==> src/rtl/sram_arbiter.sv <==
// Two-master arbiter for a single shared SRAM port (instruction fetch vs load/store).
// One transaction in flight; data has priority, bounded by a starvation limit for fetch.
module sram_arbiter #(
  parameter int STARVE_LIMIT = 4
) (
  input  logic        clk,
  input  logic        resetn,

  input  logic        inst_req,
  input  logic [31:0] inst_addr,
  output logic        inst_addr_ok,
  output logic        inst_data_ok,
  output logic [31:0] inst_rdata,

  input  logic        data_req,
  input  logic        data_wr,
  input  logic [3:0]  data_wstrb,
  input  logic [31:0] data_addr,
  input  logic [31:0] data_wdata,
  output logic        data_addr_ok,
  output logic        data_data_ok,
  output logic [31:0] data_rdata,

  output logic        mem_req,
  output logic        mem_wr,
  output logic [3:0]  mem_wstrb,
  output logic [31:0] mem_addr,
  output logic [31:0] mem_wdata,
  input  logic        mem_addr_ok,
  input  logic        mem_data_ok,
  input  logic [31:0] mem_rdata,

  output logic        busy
);

  // state | meaning
  // IDLE  | no transaction; arbitrate and accept one request
  // ADDR  | mem_req high with latched fields, waiting for mem_addr_ok
  // DATA  | request accepted by memory, waiting for mem_data_ok

  localparam int CW = (STARVE_LIMIT < 1) ? 1 : $clog2(STARVE_LIMIT + 1);
  localparam logic [CW-1:0] LIMIT = CW'(STARVE_LIMIT);

  typedef enum logic [1:0] {
    IDLE = 2'd0,
    ADDR = 2'd1,
    DATA = 2'd2
  } state_t;

  state_t        state, state_nxt;
  logic          owner_data;
  logic [CW-1:0] starve_cnt;
  logic          wr_q;
  logic [3:0]    wstrb_q;
  logic [31:0]   addr_q;
  logic [31:0]   wdata_q;

  logic          grant_data;
  logic          grant_inst;
  logic          done;

  // Grants are suppressed while reset is asserted so every output stays low in reset.
  always_comb begin
    grant_data = 1'b0;
    grant_inst = 1'b0;
    if (resetn && state == IDLE) begin
      if (data_req && (!inst_req || starve_cnt < LIMIT)) begin
        grant_data = 1'b1;
      end else if (inst_req) begin
        grant_inst = 1'b1;
      end
    end
  end

  always_comb begin
    state_nxt = state;
    case (state)
      IDLE: if (grant_data || grant_inst) state_nxt = ADDR;
      ADDR: if (mem_addr_ok) state_nxt = DATA;
      DATA: if (mem_data_ok) state_nxt = IDLE;
      default: state_nxt = IDLE;
    endcase
  end

  always_ff @(posedge clk) begin
    if (!resetn) begin
      state      <= IDLE;
      owner_data <= 1'b0;
      starve_cnt <= '0;
      wr_q       <= 1'b0;
      wstrb_q    <= 4'h0;
      addr_q     <= 32'h0;
      wdata_q    <= 32'h0;
    end else begin
      state <= state_nxt;
      if (grant_data) begin
        owner_data <= 1'b1;
        wr_q       <= data_wr;
        wstrb_q    <= data_wstrb;
        addr_q     <= data_addr;
        wdata_q    <= data_wdata;
        if (!inst_req) begin
          starve_cnt <= '0;
        end else if (starve_cnt != LIMIT) begin
          starve_cnt <= starve_cnt + 1'b1;
        end
      end else if (grant_inst) begin
        owner_data <= 1'b0;
        wr_q       <= 1'b0;
        wstrb_q    <= 4'h0;
        addr_q     <= inst_addr;
        wdata_q    <= 32'h0;
        starve_cnt <= '0;
      end
    end
  end

  assign done         = (state == DATA) && mem_data_ok;

  assign inst_addr_ok = grant_inst;
  assign data_addr_ok = grant_data;
  assign inst_data_ok = done && !owner_data;
  assign data_data_ok = done && owner_data;
  assign inst_rdata   = inst_data_ok ? mem_rdata : 32'h0;
  assign data_rdata   = (data_data_ok && !wr_q) ? mem_rdata : 32'h0;

  assign mem_req      = (state == ADDR);
  assign mem_wr       = wr_q;
  assign mem_wstrb    = wstrb_q;
  assign mem_addr     = addr_q;
  assign mem_wdata    = wdata_q;

  assign busy         = (state != IDLE);

endmodule

==> config.mk <==
export PLATFORM = sky130hd
export DESIGN_NAME = sram_arbiter
export DESIGN_NICKNAME = d
export VERILOG_FILES = /design/src/rtl/sram_arbiter.sv
export SDC_FILE = /design/constraint.sdc
export NUM_CORES = 1
export LEC_CHECK = 0
export BUFFER_PORTS_ARGS = -buffer_cell sky130_fd_sc_hd__buf_2
export CAP_MARGIN = 20
export CORE_AREA = 2 2 109 111
export DETAILED_ROUTE_END_ITERATION = 10
export DIE_AREA = 0 0 111 113
export GPL_TIMING_DRIVEN = 0
export HOLD_SLACK_MARGIN = 0.02
export PLACE_DENSITY = 0.77
export SLEW_MARGIN = 20
export SYNTH_ARGS = -nofsm -noshare
export SYNTH_HDL_FRONTEND = slang
export SYNTH_SLANG_ARGS = --single-unit
export TNS_END_PERCENT = 100
==> constraint.sdc <==
create_clock -name clk -period 2 [get_ports clk]
set_input_delay 0.3 -clock clk [delete_from_list [all_inputs] [get_ports clk]]
set_output_delay 0.3 -clock clk [all_outputs]
set_load 0.1 [all_outputs]
**Word-level counts from Yosys, hierarchy flattened**

Index checks and enable logic that the tools add are counted.

- Muxes and demuxes: 24
- Reduce and logical (&&, ||, !) cells: 16
- Add/sub/neg operators: 1
- Order comparisons: 1
- Eq/ne operators: 7

Operators by type and width:

| kind | number |
|---|---|
| $mux W32 | 6 |
| $mux W3 | 4 |
| $mux W1 | 8 |
| $mux W4 | 2 |
| $logic_and A1 B1 Y1 | 6 |
| $mux W2 | 3 |
| $pmux W2 S3 | 1 |
| $ne A2 B1 Y1 const B | 2 |
| $reduce_bool A2 Y1 | 2 |
| $add A3 B1 Y3 const B | 1 |
| $logic_not A1 Y1 | 3 |
| $lt A3 B3 Y1 const B | 1 |
| $ne A3 B2 Y1 const B | 1 |
| $ne A3 B3 Y1 const B | 1 |
| $reduce_and A3 Y1 | 1 |
| $eq A2 B1 Y1 const B | 1 |
| $eq A2 B2 Y1 const B | 1 |
| $logic_not A2 Y1 | 1 |
| $logic_or A1 B1 Y1 | 2 |
| $ne A2 B2 Y1 const B | 1 |
| $reduce_and A2 Y1 | 1 |

- Word-level logic and storage cells: 56
- Register bits: 75
- Output and inout port bits: 139

**Longest topological paths before layout**

Gate-level depths: netlist of the first run.

- Word-level depth: 8
- Depth in mapped cells: 6
- Gate-level depth less buffers: 4

**Worst setup path after synthesis of the first run**

Ideal clock, no wire load.

- Kind: flip-flop to output port
- From: register state[0]
- To: output inst_rdata[22]
- Path slack: -0.913 ns
- Data required time: 1.700 ns
- Cell stages (with the launch flop): 5
- Data arrival time: 2.613 ns
- Cell sequence: dfxtp_1 -> buf_2 -> and4bb_2 -> clkbuf_1 -> and2_1

- Longest elaborated chain between the ends: 4

Ends and longest elaborated chain:

| what | line | text |
|---|---|---|
| start, declared | 50 | `state_t state, state_nxt;` |
| start signal, assigned | 95 | `state <= state_nxt;` |
| $eq A2 B2 Y1 | 118 | `assign done = (state == DATA) && mem_data_ok;` |
| $logic_and A1 B1 Y1 | 118 |  |
| $logic_and A1 B1 Y1 | 122 | `assign inst_data_ok = done && !owner_data;` |
| named net inst_data_ok | 12 | `output logic inst_data_ok,` |
| $mux W32 | 124 | `assign inst_rdata = inst_data_ok ? mem_rdata : 32'h0;` |
| end, declared | 13 | `output logic [31:0] inst_rdata,` |

The timed path passes the listed nets, and every way through them passes these cells.

**Worst setup path after layout of the first run**

- From: register state[0]
- To: output data_rdata[7]

- Longest elaborated chain between the ends: 5

Ends and longest elaborated chain:

| what | line | text |
|---|---|---|
| $eq A2 B2 Y1 | 118 |  |
| $logic_and A1 B1 Y1 | 118 |  |
| $logic_and A1 B1 Y1 | 123 | `assign data_data_ok = done && owner_data;` |
| $logic_and A1 B1 Y1 | 125 | `assign data_rdata = (data_data_ok && !wr_q) ? mem_rdata : 32'h0;` |
| $mux W32 | 125 |  |
| end, declared | 22 | `output logic [31:0] data_rdata,` |

No other way between the ends.

==> flow_summary_export.csv, run 1 <==
group,metric,value,unit
power,power.share.clock,35.7,%
placed_design,dp_cells,890,
timing,hold_slack,213,ps
global_route,grt_usage,25.4,%
placed_design,portBuffers,277,
timing,rsz0062_at_grt,"yes",
yosys,synth_nets,611,
hold_path,hold_path_depth,3,
hold_path,hold_path_class,"input port to register",
drt,viasPerCell,5.33,
drt,drt-total-wl,17600,um
clock_network,htreeDepth,3,
timing,finalHoldViolCount,0,
clock_network,clk_latency,330,ps
setup_path,r2r-start,"state[1]$_SDFFE_PN0P_",
hold_path,worstHoldStart,"data_wdata[21]",
job,max_cap_violations,0,
timing,drv_slew,0,
yosys,synth_top_cell_area_share,39.4,%
timing,setup_slack,-94.3,ps
setup_path,startpoint_type,"register",
die,fp-row-count,39,
yosys,yosysSeqAreaShare,39.4,%
clock_network,cts_sinks,75,
global_route,grt_pass1_wl,25400,um
yosys,synth.distinct_cells,33,
setup_path,path_max_fanout,8,
setup_path,reg2regPathDepth,6,
timing,slew-limit-headroom,63.5,%
timing,post-route-period-util,105,%
yosys,synth_area_leaders,"dfxtp_1 (39%), and2_1 (10%), o211ai_1 (7.3%), a311oi_1 (7.1%), nand2_1 (6.3%)",
drt,drt_pre_antenna_iters,6,
die,die-area,12500,um^2
drt,drtAntennaViolNets,0,
clock_network,root_buffer,"clkbuf_16",
yosys,yosysWarnings,0,
die,initial_core_util,33.8,%
die,io_pins,278,
power,seq_power_share,32.8,%
placed_design,dpl.hpwl,11600,um
yosys,avgSynthCellArea,8.11,um^2
timing,fin_tns_setup,-2260,ps
finish,drive_gt1_share,53.5,%
finish,fillCellCount,971,
setup_path,crit_type,"register to output pin",
setup_path,crit_required,1700,ps
power,p_int,0.00314,W
timing,setup_viol_count_final,31,
yosys,synth_seq_cells,75,
setup_path,worst_setup_path_end_kind,"output pin",
yosys,synthesis.area,3810,um^2
clock_network,clkTransAtPathRegs,60,ps
setup_path,cpPeakStageDelay,360,ps
placed_design,gp_congestion,0.904,
power,p_switching,0.00190,W
timing,fin_crit,2090,ps
die,fp.dieW,111,um
setup_path,ff2ff_setup_slack,280,ps
drt,drc,0,
global_route,grt-ovfl-total,0,
status,violations,"setup timing",
clock_network,cts_tree,"done",
power,p_per_area,738,nW/um^2
yosys,synth_area_leader_cell,"dfxtp_1",
setup_path,cp_data_arrival_time,1790,ps
die,die_h,113,um
drt,drt_iter0_markers,435,
finish,stdcell_count,918,
global_route,antenna_found_initial,5,
timing,final.setup_skew,2.39,ps
status,status,"complete, but fails checks",
timing,tightestPinTransition,547,ps
hold_path,holdPathEnd,"mem_wdata[21]$_SDFFE_PN0P_",
power,comb_power_share,31.5,%
timing,fmax,0.477,GHz
drt,wire_per_inst,19.2,um
clock_network,cts_made_buffers,9,
power,p_leak,3.09,nW
power,switching_share,37.7,%
clock_network,cts_buffer_depth,2,
global_route,grt_max_degree,13,
die,core,11300,um^2
setup_path,cp_slowest_cell,"dfxtp_4",
setup_path,r2r_end,"mem_addr[22]$_SDFFE_PN0P_",
finish,nets,906,
power,ir_drop,0.482,mV
setup_path,crit_chain,"and4b_4 > and2b_4 > buf_8 > and2_4 > buf_12",
global_route,grt_pass1_vias,4664,
finish,area.growth.synth_to_final,78.8,%
yosys,synth_cells,470,
drt,vias,4896,
==> worst max-delay path: cells and delay by family (launching register included) <==
kind / cells / cell delay (ps)
and+or+nand+nor: 3 / 770
DFF: 1 / 360
buffers and inverters: 2 / 320
==> layout by cell type (no fill, tap or decap), types with 3 or more instances in the layout <==
cell type	instances
nand2_1	63
and2_4	31
buf_6	17
clkbuf_1	17
clkbuf_4	4
and2_1	3
clkbuf_16	9
nor3_1	32
buf_12	39
inv_1	4
o211ai_1	37
and2_2	30
diode_2	5
buf_8	25
buf_2	226
a311oi_1	31
nor2_1	4
nand3_1	40
dfxtp_1	74
buf_4	11
o21ai_0	3
a21oi_1	39
==> registers in the layout (all words and copies together) (netlist names) <==
register    count
mem_wdata      32
starve_cnt      3
mem_wstrb       4
mem_wr          1
owner_data      1
state           2
mem_addr       32
==> power groups by stage <==
stage / Sequential, W / Combinational, W / Clock [W]
final: 0.00165 / 0.00159 / 0.00179
after global routing: 0.00166 / 0.00165 / 0.00189
after CTS: 0.00165 / 0.00155 / 0.00182
after detailed placement: 0.00168 / 0.00152 / 0
after global placement: 0.00168 / 0.00151 / 0
after floorplan: 0.00235 / 0.000480 / 0
==> per-layer routing <==
metal | vias to the layer above | routed length [um] | part of all wire (%) | global-route usage [%]
met5 | - | 0 | 0 | 0
met4 | 0 | 726 | 4.1 | 11.8
met3 | 50 | 1150 | 6.6 | 5.30
met2 | 253 | 8970 | 51 | 44.6
met1 | 2324 | 6750 | 38 | 29.8
li1 | 2269 | - | - | -
==> worst max path at each step <==
stage | cells past startpoint | start | slack (ps) | to
detailed placement | 6 | state[0]$_SDFFE_PN0P_ | -200 | data_rdata[22]
global placement | 6 | inst_req | -220 | data_addr_ok
CTS | 5 | state[0]$_SDFFE_PN0P_ | -50 | data_rdata[24]
finish | 5 | state[0]$_SDFFE_PN0P_ | -90 | data_rdata[7]
floorplan | 5 | state[0]$_SDFFE_PN0P_ | -200 | data_rdata[10]
global route | 5 | state[0]$_SDFFE_PN0P_ | -140 | data_rdata[7]
==> through the flow <==
step	setup slack (ps)	utilization, %	cell area [um^2]	power (W)
3_5_place_dp	-195	48.6	5470	0.00320
3_3_place_gp	-222	48.6	5470	0.00319
2_1_floorplan	-204	-	3910	0.00283
5_1_grt	-137	60.5	6820	0.00521
4_1_cts	-51.5	58.5	6600	0.00502
6_report	-94.3	60.5	6820	0.00503
==> kinds of logic after synthesis <==
family / after synthesis / synth area share, %
simple gates: 217 / 29.7
compound gates: 116 / 21.2
flops: 75 / 39.4
buf+inv: 60 / 9.09
fa+ha+maj: 2 / 0.656
==> final cells by class <==
| class | count | area, um^2 | share of cell area (%) |
|---|---|---|---|
| Timing Repair Buffer | 287 | 2300 | 33.7 |
| Multi-Input combinational cell | 335 | 2120 | 31.1 |
| Sequential cell | 75 | 1510 | 22.1 |
| Buffer | 51 | 355 | 5.21 |
| Clock buffer | 12 | 256 | 3.76 |
| Tap cell | 143 | 179 | 2.62 |
| Clock inverter | 4 | 72.6 | 1.06 |
| Inverter | 6 | 25.0 | 0.367 |
| Antenna cell | 5 | 12.5 | 0.183 |
==> cells in the mapped netlist (all sizes together) <==
cell type and n:
or3b 1, a2bb2oi 1, nor2b 2, inv 6, nand3b 1, o211ai 37
a21boi 1, nand4bb 1, nand2 64, nand4 1, a31oi 1, and2 64
nor3b 1, clkbuf 23, and4b 1, buf 31, a41o 1, and2b 1
a22oi 1, nor2 5, dfxtp 75, nor3 33, a311oi 31, o21ai 3
ha 2, a21oi 39, and4bb 2, a21bo 1, nand3 40
==> timing repair <==
action                     in CTS  in global routing
setup endpoints to repair      67                 66
resized for setup             224                 68
buffers inserted                4                  3
pin swaps                      15                 14
gates cloned                    3                  0
hold buffers                    0                  0
No activity file was read; power rests on OpenSTA's default activity.
==> run 2, diff against run 1 <==
- REMOVE_ABC_BUFFERS: default -> 1
==> flow_summary_export.csv, run 2 (synthesized netlist as in run 1, its figures left out) <==
group,metric,value,unit
global_route,grt_pass1_wl,24800,um
drt,drc,0,
hold_path,hold_path_class,"input port to register",
global_route,antenna_found_initial,10,
drt,drt-total-wl,17300,um
job,max_cap_violations,0,
global_route,grt-ovfl-total,0,
hold_path,worstHoldStart,"data_wdata[14]",
finish,nets,862,
placed_design,portBuffers,277,
global_route,grt_usage,25.0,%
power,ir_drop,0.494,mV
finish,layout_commonest_cell,"buf_2",
timing,tightestPinTransition,911,ps
placed_design,post-place-ws,-660,ps
clock_network,cts_tree,"done",
timing,post-route-period-util,99.4,%
drt,drt_pre_antenna_iters,7,
die,core,11300,um^2
finish,stdcell_count,878,
timing,fmax,0.503,GHz
setup_path,crit_required,1700,ps
finish,drive_gt1_share,49.0,%
die,die-area,12500,um^2
power,p_leak,2.89,nW
placed_design,gp_congestion,0.926,
timing,fin_crit,1990,ps
timing,drv_slew,0,
clock_network,clkTransAtPathRegs,60,ps
clock_network,cts_buffer_depth,2,
finish,final_cell_mix,"buf_2 (210), dfxtp_1 (73), nand2_1 (63), nand3_1 (40), a21oi_1 (39)",
power,switching_share,37.5,%
finish,postLayoutCoreUtil,57.1,%
timing,slew-limit-headroom,39.3,%
drt,wire_per_inst,19.7,um
die,die_h,113,um
drt,drt_iter0_markers,356,
setup_path,crit_type,"register to output pin",
timing,setup_viol_count_final,0,
drt,vias,4737,
clock_network,cts_sinks,75,
timing,finalHoldViolCount,0,
timing,rsz0062_at_grt,"yes",
timing,final.setup_skew,11.8,ps
clock_network,htreeDepth,3,
power,p_total,0.00505,W
clock_network,clk_latency,330,ps
global_route,grt_pass1_vias,4463,
power,p_int,0.00316,W
setup_path,cp_data_arrival_time,1690,ps
setup_path,startpoint_type,"register",
power,seq_power_share,32.8,%
status,status,"finished clean",
die,io_pins,278,
power,power.share.clock,36.7,%
power,p_per_area,785,nW/um^2
placed_design,dp_cells,841,
drt,viasPerCell,5.40,
finish,area.growth.synth_to_final,68.7,%
setup_path,critPathLaunch,"state[0]$_SDFFE_PN0P_",
drt,drtAntennaViolNets,0,
clock_network,cts_made_buffers,9,
timing,setup_slack,11.6,ps
setup_path,path_max_fanout,8,
power,comb_power_share,30.5,%
die,fp.dieW,111,um
power,p_switching,0.00189,W
setup_path,r2r-start,"state[0]$_SDFFE_PN0P_",
setup_path,worst_setup_path_end_kind,"output pin",
die,initial_core_util,33.8,%
placed_design,dpl.hpwl,10200,um
clock_network,root_buffer,"clkbuf_16",
global_route,grt_max_degree,74,
die,fp-row-count,39,
## run 2: changes by cell type in the layout (fill, tap and decap cells not counted), sizes merged, moves of 2 or more
cell | before | now
diode | 5 | 10
buf | 318 | 287
clkbuf | 32 | 10
and2b | 1 | 4
inv | 6 | 8
## run 2: power by group through the flow
stage                     Clock [W]  Combinational [W]  Sequential, W
after floorplan                   0           0.000396        0.00235
after global placement            0            0.00142        0.00168
after detailed placement          0            0.00146        0.00168
after CTS                   0.00189            0.00150        0.00165
after global routing        0.00195            0.00160        0.00166
final                       0.00185            0.00154        0.00165
## run 2: layout make-up
| cell class | count | area [um^2] |
|---|---|---|
| fillers | 993 | 4840 |
| multi-input cells | 341 | 2190 |
| repair buffers | 288 | 2170 |
| flip-flops and latches | 75 | 1510 |
| clock buffers | 9 | 225 |
| well taps | 143 | 179 |
| clock inverters | 6 | 113 |
| inverters | 6 | 25.0 |
| diodes | 10 | 25.0 |
## run 2: critical path: stages, from the launching register on
cell and delay (ps):
dfxtp_4 380, and4b_2 360, and2b_4 260, and2_4 190
buf_12 170
## run 2: metal layers
layer  routed length [um]  vias to the layer above  global-route usage [%]  share of wire, %
met1                 6600                     2205                    28.0                38
met3                 1300                       56                    6.70               7.5
met4                 1090                        0                    16.8               6.3
li1                     -                     2197                       -                 -
met2                 8330                      279                    41.9                48
met5                    0                        -                       0                 0
## run 2: worst paths after layout
path	cells past startpoint	to	slack [ps]
min reg2reg	2	mem_wdata[18]$_SDFFE_PN0P_	490
min	3	mem_wdata[14]$_SDFFE_PN0P_	210
max	4	data_rdata[4]	10
max reg2reg	6	mem_wdata[3]$_SDFFE_PN0P_	90
## run 2: repair_timing
action,in CTS,in global routing
gates cloned,5,1
resized for setup,172,65
setup endpoints to repair,99,65
pin swaps,4,1
setup buffers,3,3
hold buffers,0,0
## run 2: metrics by stage
step                area (um^2)  hold slack, ps  setup TNS [ps]
finish                     6430             212               0
global route               6430             211            -102
CTS                        6150             203            -189
detailed placement         5180             472          -21840
global placement           5050             449         -202060
floorplan                  3490             438         -118770
==> run 3, diff against run 2 <==
- PLACE_DENSITY: 0.77 -> 0.68
==> flow_summary_export.csv, run 3 (synthesized netlist as in run 1, its figures left out) <==
group,metric,value,unit
status,status,"complete, but fails checks",
status,violations,"setup timing",
die,initial_core_util,33.8,%
hold_path,hold_path_class,"input port to register",
drt,vias,4818,
timing,fmax,0.492,GHz
drt,viasPerCell,5.53,
power,power.share.clock,32.6,%
placed_design,dpl.hpwl,9660,um
drt,met1_length,6450,um
drt,met3WireLength,1180,um
finish,fillCellCount,980,
setup_path,critPathLaunch,"state[0]$_SDFFE_PN0P_",
clock_network,clkTransAtPathRegs,70,ps
global_route,grt_pass1_wl,23900,um
finish,layout_commonest_cell,"buf_2",
clock_network,root_buffer,"clkbuf_16",
finish,area.growth.synth_to_final,67.7,%
timing,tightestPinTransition,896,ps
drt,wire_per_inst,19.1,um
die,fp-row-count,39,
global_route,grt_max_degree,74,
setup_path,crit_chain,"and4bb_2 > and2_1 > buf_6",
power,p_leak,2.87,nW
setup_path,cp_slowest_cell,"and4bb_2",
hold_path,worstHoldStart,"data_wdata[17]",
drt,drt-total-wl,16600,um
power,ir_drop,0.382,mV
clock_network,cts_sinks,75,
setup_path,path_max_fanout,16,
timing,finalHoldViolCount,0,
die,core,11300,um^2
drt,drc,0,
clock_network,cts_made_buffers,9,
setup_path,worst-path-buf-inv,1,
drt,drt_iter0_markers,413,
setup_path,crit_required,1700,ps
power,seq_power_share,35.0,%
finish,seq_area,1510,um^2
placed_design,gp_congestion,0.830,
power,comb_power_share,32.5,%
die,die_h,113,um
clock_network,htreeDepth,3,
global_route,grt_usage,23.4,%
die,die-area,12500,um^2
clock_network,cts_buffer_depth,2,
die,fp.dieW,111,um
power,p_int,0.00280,W
drt,drtAntennaViolNets,0,
timing,setup_slack,-31.8,ps
setup_path,r2r-start,"state[0]$_SDFFE_PN0P_",
power,p_switching,0.00193,W
setup_path,cp_data_arrival_time,1730,ps
die,io_pins,278,
setup_path,worst_setup_path_end_kind,"output pin",
timing,setup_viol_count_final,10,
clock_network,clk_latency,320,ps
clock_network,cts_tree,"done",
setup_path,startpoint_type,"register",
power,switching_share,40.9,%
timing,final.setup_skew,7.77,ps
finish,multi_input_area,2170,um^2
drt,wl_met2,8370,um
clock_network,cts-hold-fix-buffers,0,
placed_design,portBuffers,277,
setup_path,cpPeakStageDelay,550,ps
timing,drv_slew,0,
drt,drt_pre_antenna_iters,8,
global_route,grt_pass1_vias,4518,
timing,rsz0062_at_grt,"yes",
timing,fin_crit,2030,ps
drt,top_layer,"met4",
finish,postLayoutCoreUtil,56.8,%
finish,final_cell_mix,"buf_2 (210), dfxtp_1 (73), nand2_1 (63), nand3_1 (40), a21oi_1 (39)",
job,max_cap_violations,0,
setup_path,crit_type,"register to output pin",
timing,slew-limit-headroom,40.3,%
finish,drive_gt1_share,49.1,%
timing,post-route-period-util,102,%
setup_path,crit_family,"simple AND/OR/NAND/NOR gates",
power,p_per_area,740,nW/um^2
global_route,grt-ovfl-total,0,
finish,nets,863,
power,p_total,0.00473,W
global_route,antenna_found_initial,1,
[run 3: path summary, 6_finish.rpt]
kind	endpoint	slack (ps)	cells past startpoint
hold reg to reg	mem_wdata[29]$_SDFFE_PN0P_	490	2
hold / removal	mem_wdata[17]$_SDFFE_PN0P_	220	3
setup / recovery	inst_rdata[22]	-30	3
setup reg to reg	mem_wr$_SDFFE_PN0P_	130	5
[run 3: power groups by stage]
stage,clock network (W),registers (W),logic (W)
finish,0.00154,0.00165,0.00154
global route,0.00167,0.00166,0.00160
CTS,0.00160,0.00165,0.00150
detailed placement,0,0.00168,0.00146
global placement,0,0.00168,0.00141
floorplan,0,0.00235,0.000396
[run 3: area by class of cell]
| class | count | area share (%) |
|---|---|---|
| Tap cell | 143 | 2.80 |
| Timing Repair Buffer | 290 | 34.8 |
| Clock buffer | 9 | 3.52 |
| Antenna cell | 1 | 0.0391 |
| Inverter | 6 | 0.391 |
| Multi-Input combinational cell | 340 | 33.9 |
| Clock inverter | 7 | 0.900 |
| Sequential cell | 75 | 23.6 |
[run 3: per-layer routing]
| metal | GRT usage (%) | up-vias |
|---|---|---|
| met5 | 0 | - |
| met4 | 9.50 | 0 |
| met3 | 4.61 | 45 |
| met2 | 41.3 | 285 |
| met1 | 28.0 | 2296 |
| li1 | - | 2192 |
[run 3: timing repair]
| action | CTS | global route |
|---|---|---|
| buffers inserted | 4 | 4 |
| resized for setup | 169 | 75 |
| setup endpoints to repair | 68 | 65 |
| cloned | 4 | 1 |
| pin swaps | 5 | 11 |
[run 3: per-stage QoR]
stage / setup TNS, ps / cell area (um^2) / instances / hold slack [ps] / setup slack (ps)
global route: -815 / 6400 / 871 / 212 / -60.5
finish: -110 / 6400 / 871 / 218 / -31.8
global placement: -195710 / 5050 / 836 / 458 / -3470
CTS: -21.6 / 6080 / 865 / 204 / -8.13
floorplan: -118770 / 3490 / 416 / 438 / -2160
detailed placement: -17090 / 5190 / 841 / 476 / -476
[run 3: worst reg2reg max path, delay by kind of cell, from the launching register on]
family                 cells  cell delay (ps)
AND/OR/NAND/NOR            1              650
flip-flops                 1              380
buffers and inverters      2              290
AO/OA/AOI/OAI              2              410
